===== config.mk =====
export PLATFORM = sky130hd
export DESIGN_NAME = cl_axi_read_arbiter
export DESIGN_NICKNAME = d
export VERILOG_FILES = /design/src/rtl/cl_axi_read_arbiter.sv
export SDC_FILE = /design/constraint.sdc
export NUM_CORES = 1
export LEC_CHECK = 0
export BUFFER_PORTS_ARGS = -buffer_cell sky130_fd_sc_hd__buf_4
export CORE_AREA = 2 2 558 560
export DETAILED_ROUTE_END_ITERATION = 16
export DIE_AREA = 0 0 560 562
export HOLD_SLACK_MARGIN = 0.1
export PLACE_DENSITY_LB_ADDON = 0.25
export SETUP_SLACK_MARGIN = 0.1
export SLEW_MARGIN = 20
export SYNTH_ARGS = -nofsm -noshare
export SYNTH_HDL_FRONTEND = slang
export SYNTH_SLANG_ARGS = --single-unit

===== constraint.sdc =====
create_clock -name clock_i -period 2.4 [get_ports clock_i]
set_input_delay 0.48 -clock clock_i [delete_from_list [all_inputs] [get_ports clock_i]]
set_output_delay 0.48 -clock clock_i [all_outputs]
set_load 0.02 [all_outputs]

===== src/rtl/cl_axi_read_arbiter.sv =====
// Round-robin arbiter sharing one single-beat AXI read port among several requesters.
// AR requests are serialised through a SELECT/ISSUE FSM; R beats are routed back by rid with zero latency.
module cl_axi_read_arbiter #(
    parameter int NUM_REQUESTERS  = 4,
    parameter int ADDR_WIDTH      = 64,
    parameter int DATA_WIDTH      = 512,
    parameter int ID_WIDTH        = 16,
    parameter int MAX_OUTSTANDING = 8
) (
    input  logic                                 clock_i,
    input  logic                                 reset_n_i,
    input  logic [NUM_REQUESTERS*ADDR_WIDTH-1:0] s_araddr_i,
    input  logic [NUM_REQUESTERS-1:0]            s_arvalid_i,
    output logic [NUM_REQUESTERS-1:0]            s_arready_o,
    output logic [DATA_WIDTH-1:0]                s_rdata_o,
    output logic [NUM_REQUESTERS-1:0]            s_rvalid_o,
    input  logic [NUM_REQUESTERS-1:0]            s_rready_i,
    output logic [ADDR_WIDTH-1:0]                m_araddr_o,
    output logic [ID_WIDTH-1:0]                  m_arid_o,
    output logic                                 m_arvalid_o,
    input  logic                                 m_arready_i,
    output logic [7:0]                           m_arlen_o,
    output logic [2:0]                           m_arsize_o,
    output logic [1:0]                           m_arburst_o,
    input  logic [DATA_WIDTH-1:0]                m_rdata_i,
    input  logic [ID_WIDTH-1:0]                  m_rid_i,
    input  logic                                 m_rvalid_i,
    output logic                                 m_rready_o,
    output logic [7:0]                           outstanding_o,
    output logic                                 rid_error_o
);

    localparam int IDX_W = (NUM_REQUESTERS > 1) ? $clog2(NUM_REQUESTERS) : 1;
    localparam logic [0:0] SELECT = 1'b0;
    localparam logic [0:0] ISSUE  = 1'b1;
    localparam logic [7:0] MAX_CNT = 8'(MAX_OUTSTANDING);

    logic [0:0]            state;
    logic [IDX_W-1:0]      rr_ptr;
    logic [IDX_W-1:0]      grant_p1;
    logic [ADDR_WIDTH-1:0] araddr_p1;
    logic [7:0]            outstanding;
    logic                  rid_error;

    logic                  pick_found;
    logic [IDX_W-1:0]      pick_idx;
    logic [ADDR_WIDTH-1:0] pick_addr;
    logic                  ar_hs;
    logic                  r_hs;
    logic                  rid_in_range;
    logic [IDX_W-1:0]      rid_idx;

    // A simultaneous AR accept and R retire cancel out; the count never wraps below zero.
    function automatic logic [7:0] next_count(input logic [7:0] cnt, input logic inc, input logic dec);
        if (inc && !dec)
            return cnt + 8'd1;
        if (dec && !inc && (cnt != 8'd0))
            return cnt - 8'd1;
        return cnt;
    endfunction

    always_comb begin : rr_pick
        int cand;
        pick_found = 1'b0;
        pick_idx   = '0;
        cand       = 0;
        for (int i = 0; i < NUM_REQUESTERS; i++) begin
            cand = int'(rr_ptr) + i;
            if (cand >= NUM_REQUESTERS)
                cand = cand - NUM_REQUESTERS;
            if (!pick_found && s_arvalid_i[cand]) begin
                pick_found = 1'b1;
                pick_idx   = IDX_W'(cand);
            end
        end
    end

    assign pick_addr    = s_araddr_i[int'(pick_idx)*ADDR_WIDTH +: ADDR_WIDTH];
    assign ar_hs        = (state == ISSUE) && m_arready_i;
    assign rid_in_range = (m_rid_i < ID_WIDTH'(NUM_REQUESTERS));
    assign rid_idx      = m_rid_i[IDX_W-1:0];
    assign r_hs         = m_rvalid_i && m_rready_o;

    always_comb begin
        s_arready_o = '0;
        if (ar_hs)
            s_arready_o[grant_p1] = 1'b1;
    end

    // Out-of-range ids are accepted and dropped so the DDR port can never stall on them.
    always_comb begin
        s_rvalid_o = '0;
        m_rready_o = 1'b1;
        if (rid_in_range) begin
            s_rvalid_o[rid_idx] = m_rvalid_i;
            m_rready_o          = s_rready_i[rid_idx];
        end
    end

    // Stage p1: granted request held on the master AR channel until accepted.
    always_ff @(posedge clock_i or negedge reset_n_i) begin
        if (!reset_n_i) begin
            state       <= SELECT;
            rr_ptr      <= '0;
            grant_p1    <= '0;
            araddr_p1   <= '0;
            outstanding <= '0;
            rid_error   <= 1'b0;
        end else begin
            outstanding <= next_count(outstanding, ar_hs, r_hs);
            if ((m_rvalid_i && !rid_in_range) || (r_hs && !ar_hs && (outstanding == 8'd0)))
                rid_error <= 1'b1;
            if (state == SELECT) begin
                if (pick_found && (outstanding < MAX_CNT)) begin
                    grant_p1  <= pick_idx;
                    araddr_p1 <= pick_addr;
                    state     <= ISSUE;
                end
            end else if (m_arready_i) begin
                rr_ptr <= (grant_p1 == IDX_W'(NUM_REQUESTERS - 1)) ? '0 : grant_p1 + 1'b1;
                state  <= SELECT;
            end
        end
    end

    assign m_araddr_o    = araddr_p1;
    assign m_arid_o      = ID_WIDTH'(grant_p1);
    assign m_arvalid_o   = (state == ISSUE);
    assign m_arlen_o     = 8'd0;
    assign m_arsize_o    = 3'b110;
    assign m_arburst_o   = 2'b01;
    assign s_rdata_o     = m_rdata_i;
    assign outstanding_o = outstanding;
    assign rid_error_o   = rid_error;

endmodule

==> out/results.ini <==
[outcome]
status = completed

[place]
place_inst = 5047
pre_cts_slack_ns = -0.305
port-buffer-count = 368
place_hpwl_um = 166000
place_congestion = 0.726

[logic_synthesis]
postSynthCellCount = 1026
synth_cell_type_count = 53
synth-edff-count = 0
synth_top_flop_cell = dfrtp_1
yosysMostFrequentCell = buf_4
synth.cell_area_um2 = 9190
synth.yosys.seq_area_share_pct = 21.3
async_flop_share_pct = 100
avgSynthCellArea_um2 = 8.95
netlist_top_cells_area = buf_4, dfrtp_1, mux2i_1
ys_warn_count = 0
yosysTopAreaCell = buf_4
synth_seq_cells = 78
yosys.area.top_type_share_pct = 45.0
yosys-top-cells-count = buf_4, mux2i_1, dfrtp_1

[sta]
setup_ws_ns = 0.147
period_share_pct = 93.9
finalHoldViolCount = 0
rsz0062_at_grt = yes
fmaxAchievable_mhz = 444
setup_tns_ns = 0
report.final.slew_viol_count = 0
fin_crit_ns = 2.25
setup-violations-final = 0
relSlewSlack_pct = 62.2
worst_pin_slew_ns = 0.568
clock_skew_ns = 0.0280

[detailed_routing]
drt-vias-per-instance = 1.53
drc_errors = 0
wl_um = 178000
drt_iter0_drc = 554
drt_first_pass_iters = 5
wl_per_cell_um = 34.8
ant_nets = 0
vias = 7782

[setup_path]
slowest_delay_ns = 0.45
path_class = register to register
r2r-end = m_araddr_o[7]
r2r-start = rr_ptr[1]
crit_chain = mux2i_1 > a221oi_4 > buf_4 > buf_12 > buf_12 > mux2i_4 > buf_6 > o221ai_1
end_kind = register
crit_path_start_kind = register
slowest_stage = dfrtp_2
reg2reg_slack_ns = 0.15
critPathMostFrequentCell = buf_12
r2r_cells = 8
cp.arrival_ns = 2.53
worstPathMaxFanout = 7
required_ns = 2.68

[finish]
stdcell_count = 5100
syn2layout_area_growth_pct = 58.8
fin_nets = 1757
final_core_util_pct = 4.73
drive_gt1_share_pct = 56.3

[hold_path]
min_to = m_araddr_o[0]
min_from = s_araddr_i[0]
whs_path_depth = 3
hp-class = primary input to register

[clocking]
clk_pin_slew_ns = 0.09
cts_made_buffers = 9
cts_sinks = 78
root_buffer = clkbuf_16
clk_path_buf_depth = 2
cts_tree = yes
htree_num_levels = 3
clkLatencyLatePin_ns = 0.42

[grt]
grt_overflow = 0
grt_pass1_wl_um = 195000
grtUsageTotal_pct = 10.8
antenna_found_initial = 115
grt_pass1_vias = 7653
grt_max_degree = 36

[floorplan]
start_util_pct = 2.98
io_pins = 1420
die_w_um = 560
die_area_um2 = 315000
core_area_um2 = 308000
die_h_um = 562
rows = 204

[power_and_ir_drop]
power_mw = 11.6
irDropWorstVdd_mv = 0.260
leakagePower_nw = 4.83
power_density_nw_per_um2 = 792

[run]
cap_violations = 0

## cell type report
| cell class | instances | area, um2 |
|---|---|---|
| Multi-Input combinational cell | 387 | 3250 |
| Sequential cell | 78 | 1950 |
| Clock buffer | 10 | 229 |
| Clock inverter | 6 | 92.6 |
| Antenna cell | 21 | 52.6 |
| Tap cell | 4120 | 5150 |
| Fill cell | 36700 | 294000 |
| Timing Repair Buffer | 471 | 3830 |
| Inverter | 7 | 26.3 |
## power breakdown
group          internal, mW  leakage (nW)  total (mW)  switching (mW)
sequential             1.95         0.923        2.50           0.554
clock                 0.925         0.150        1.80           0.875
combinational          3.15          3.76        7.26            4.12
total                  6.02          4.83        11.6            5.55
## metrics by stage
stage / hold slack [ns] / cell area, um2
floorplan: 0.184 / 9290
global placement: 0.476 / 13900
detailed placement: 0.475 / 13900
CTS: 0.342 / 14200
global route: 0.379 / 14600
finish: 0.390 / 14600
## per-layer routing
| layer | share of wire [%] | wire (um) | up-vias | global-route usage [%] |
|---|---|---|---|---|
| met5 | 0.36 | 647 | - | 0.889 |
| met4 | 4.6 | 8250 | 52 | 4.70 |
| met3 | 33 | 58000 | 389 | 16.4 |
| met2 | 41 | 72400 | 1229 | 15.5 |
| met1 | 22 | 38400 | 3309 | 6.70 |
| li1 | - | - | 2803 | - |
## cells in the final DEF (no fill, tap or decap), types with 6 or more instances in the layout
cell type,n
buf_4,442
mux2i_1,116
dfrtp_1,76
nand2_1,42
nor2_1,40
o221ai_1,35
conb_1,27
diode_2,21
a221oi_2,20
buf_12,16
clkbuf_16,11
a221oi_1,10
buf_6,9
inv_1,7
mux2i_4,7
ha_1,7
o21ai_0,6
mux2i_2,6
## worst max-delay path, delay by kind of cell (launching register included)
family | cells | cell delay (ns)
flip-flops | 1 | 0.45
multiplexers | 2 | 0.55
buffers and inverters | 4 | 0.64
AO/OA/AOI/OAI | 2 | 0.43
## kinds of logic after synthesis
family / count (synthesis) / share of synthesized area, %
compound gates: 96 / 9.90
xor+xnor: 6 / 0.572
other cells: 2 / 0.0818
fa+ha+maj: 7 / 0.954
buf+inv: 586 / 46.7
simple gates: 120 / 6.08
flops: 78 / 21.3
mux: 131 / 14.4
## state kept, by name, summed over array words and instances (netlist names)
name           cells
grant_p1           2
outstanding_o      8
m_arvalid_o        1
rr_ptr             2
m_araddr_o        64
rid_error_o        1
## how the worst max path moves through the flow
stage / from / end / cells past startpoint / slack (ns)
6_report: rr_ptr[1] / m_araddr_o[7] / 8 / 0.15
5_1_grt: rr_ptr[1] / m_araddr_o[34] / 8 / 0.03
4_1_cts: rr_ptr[1] / m_araddr_o[7] / 7 / 0.07
3_5_place_dp: s_arvalid_i[3] / m_araddr_o[7] / 8 / -0.30
3_3_place_gp: s_arvalid_i[3] / m_araddr_o[7] / 8 / -0.31
2_1_floorplan: m_rid_i[15] / s_rvalid_o[2] / 3 / 0.19
## timing repair
action,CTS,global route
pin swaps,0,1
cloned,0,2
endpoints found under the setup margin,55,33
endpoints found under the hold margin,28,0
resized for setup,11,30
buffers inserted,0,13
hold buffers,1,0
No activity file was read; power rests on OpenSTA's default activity.
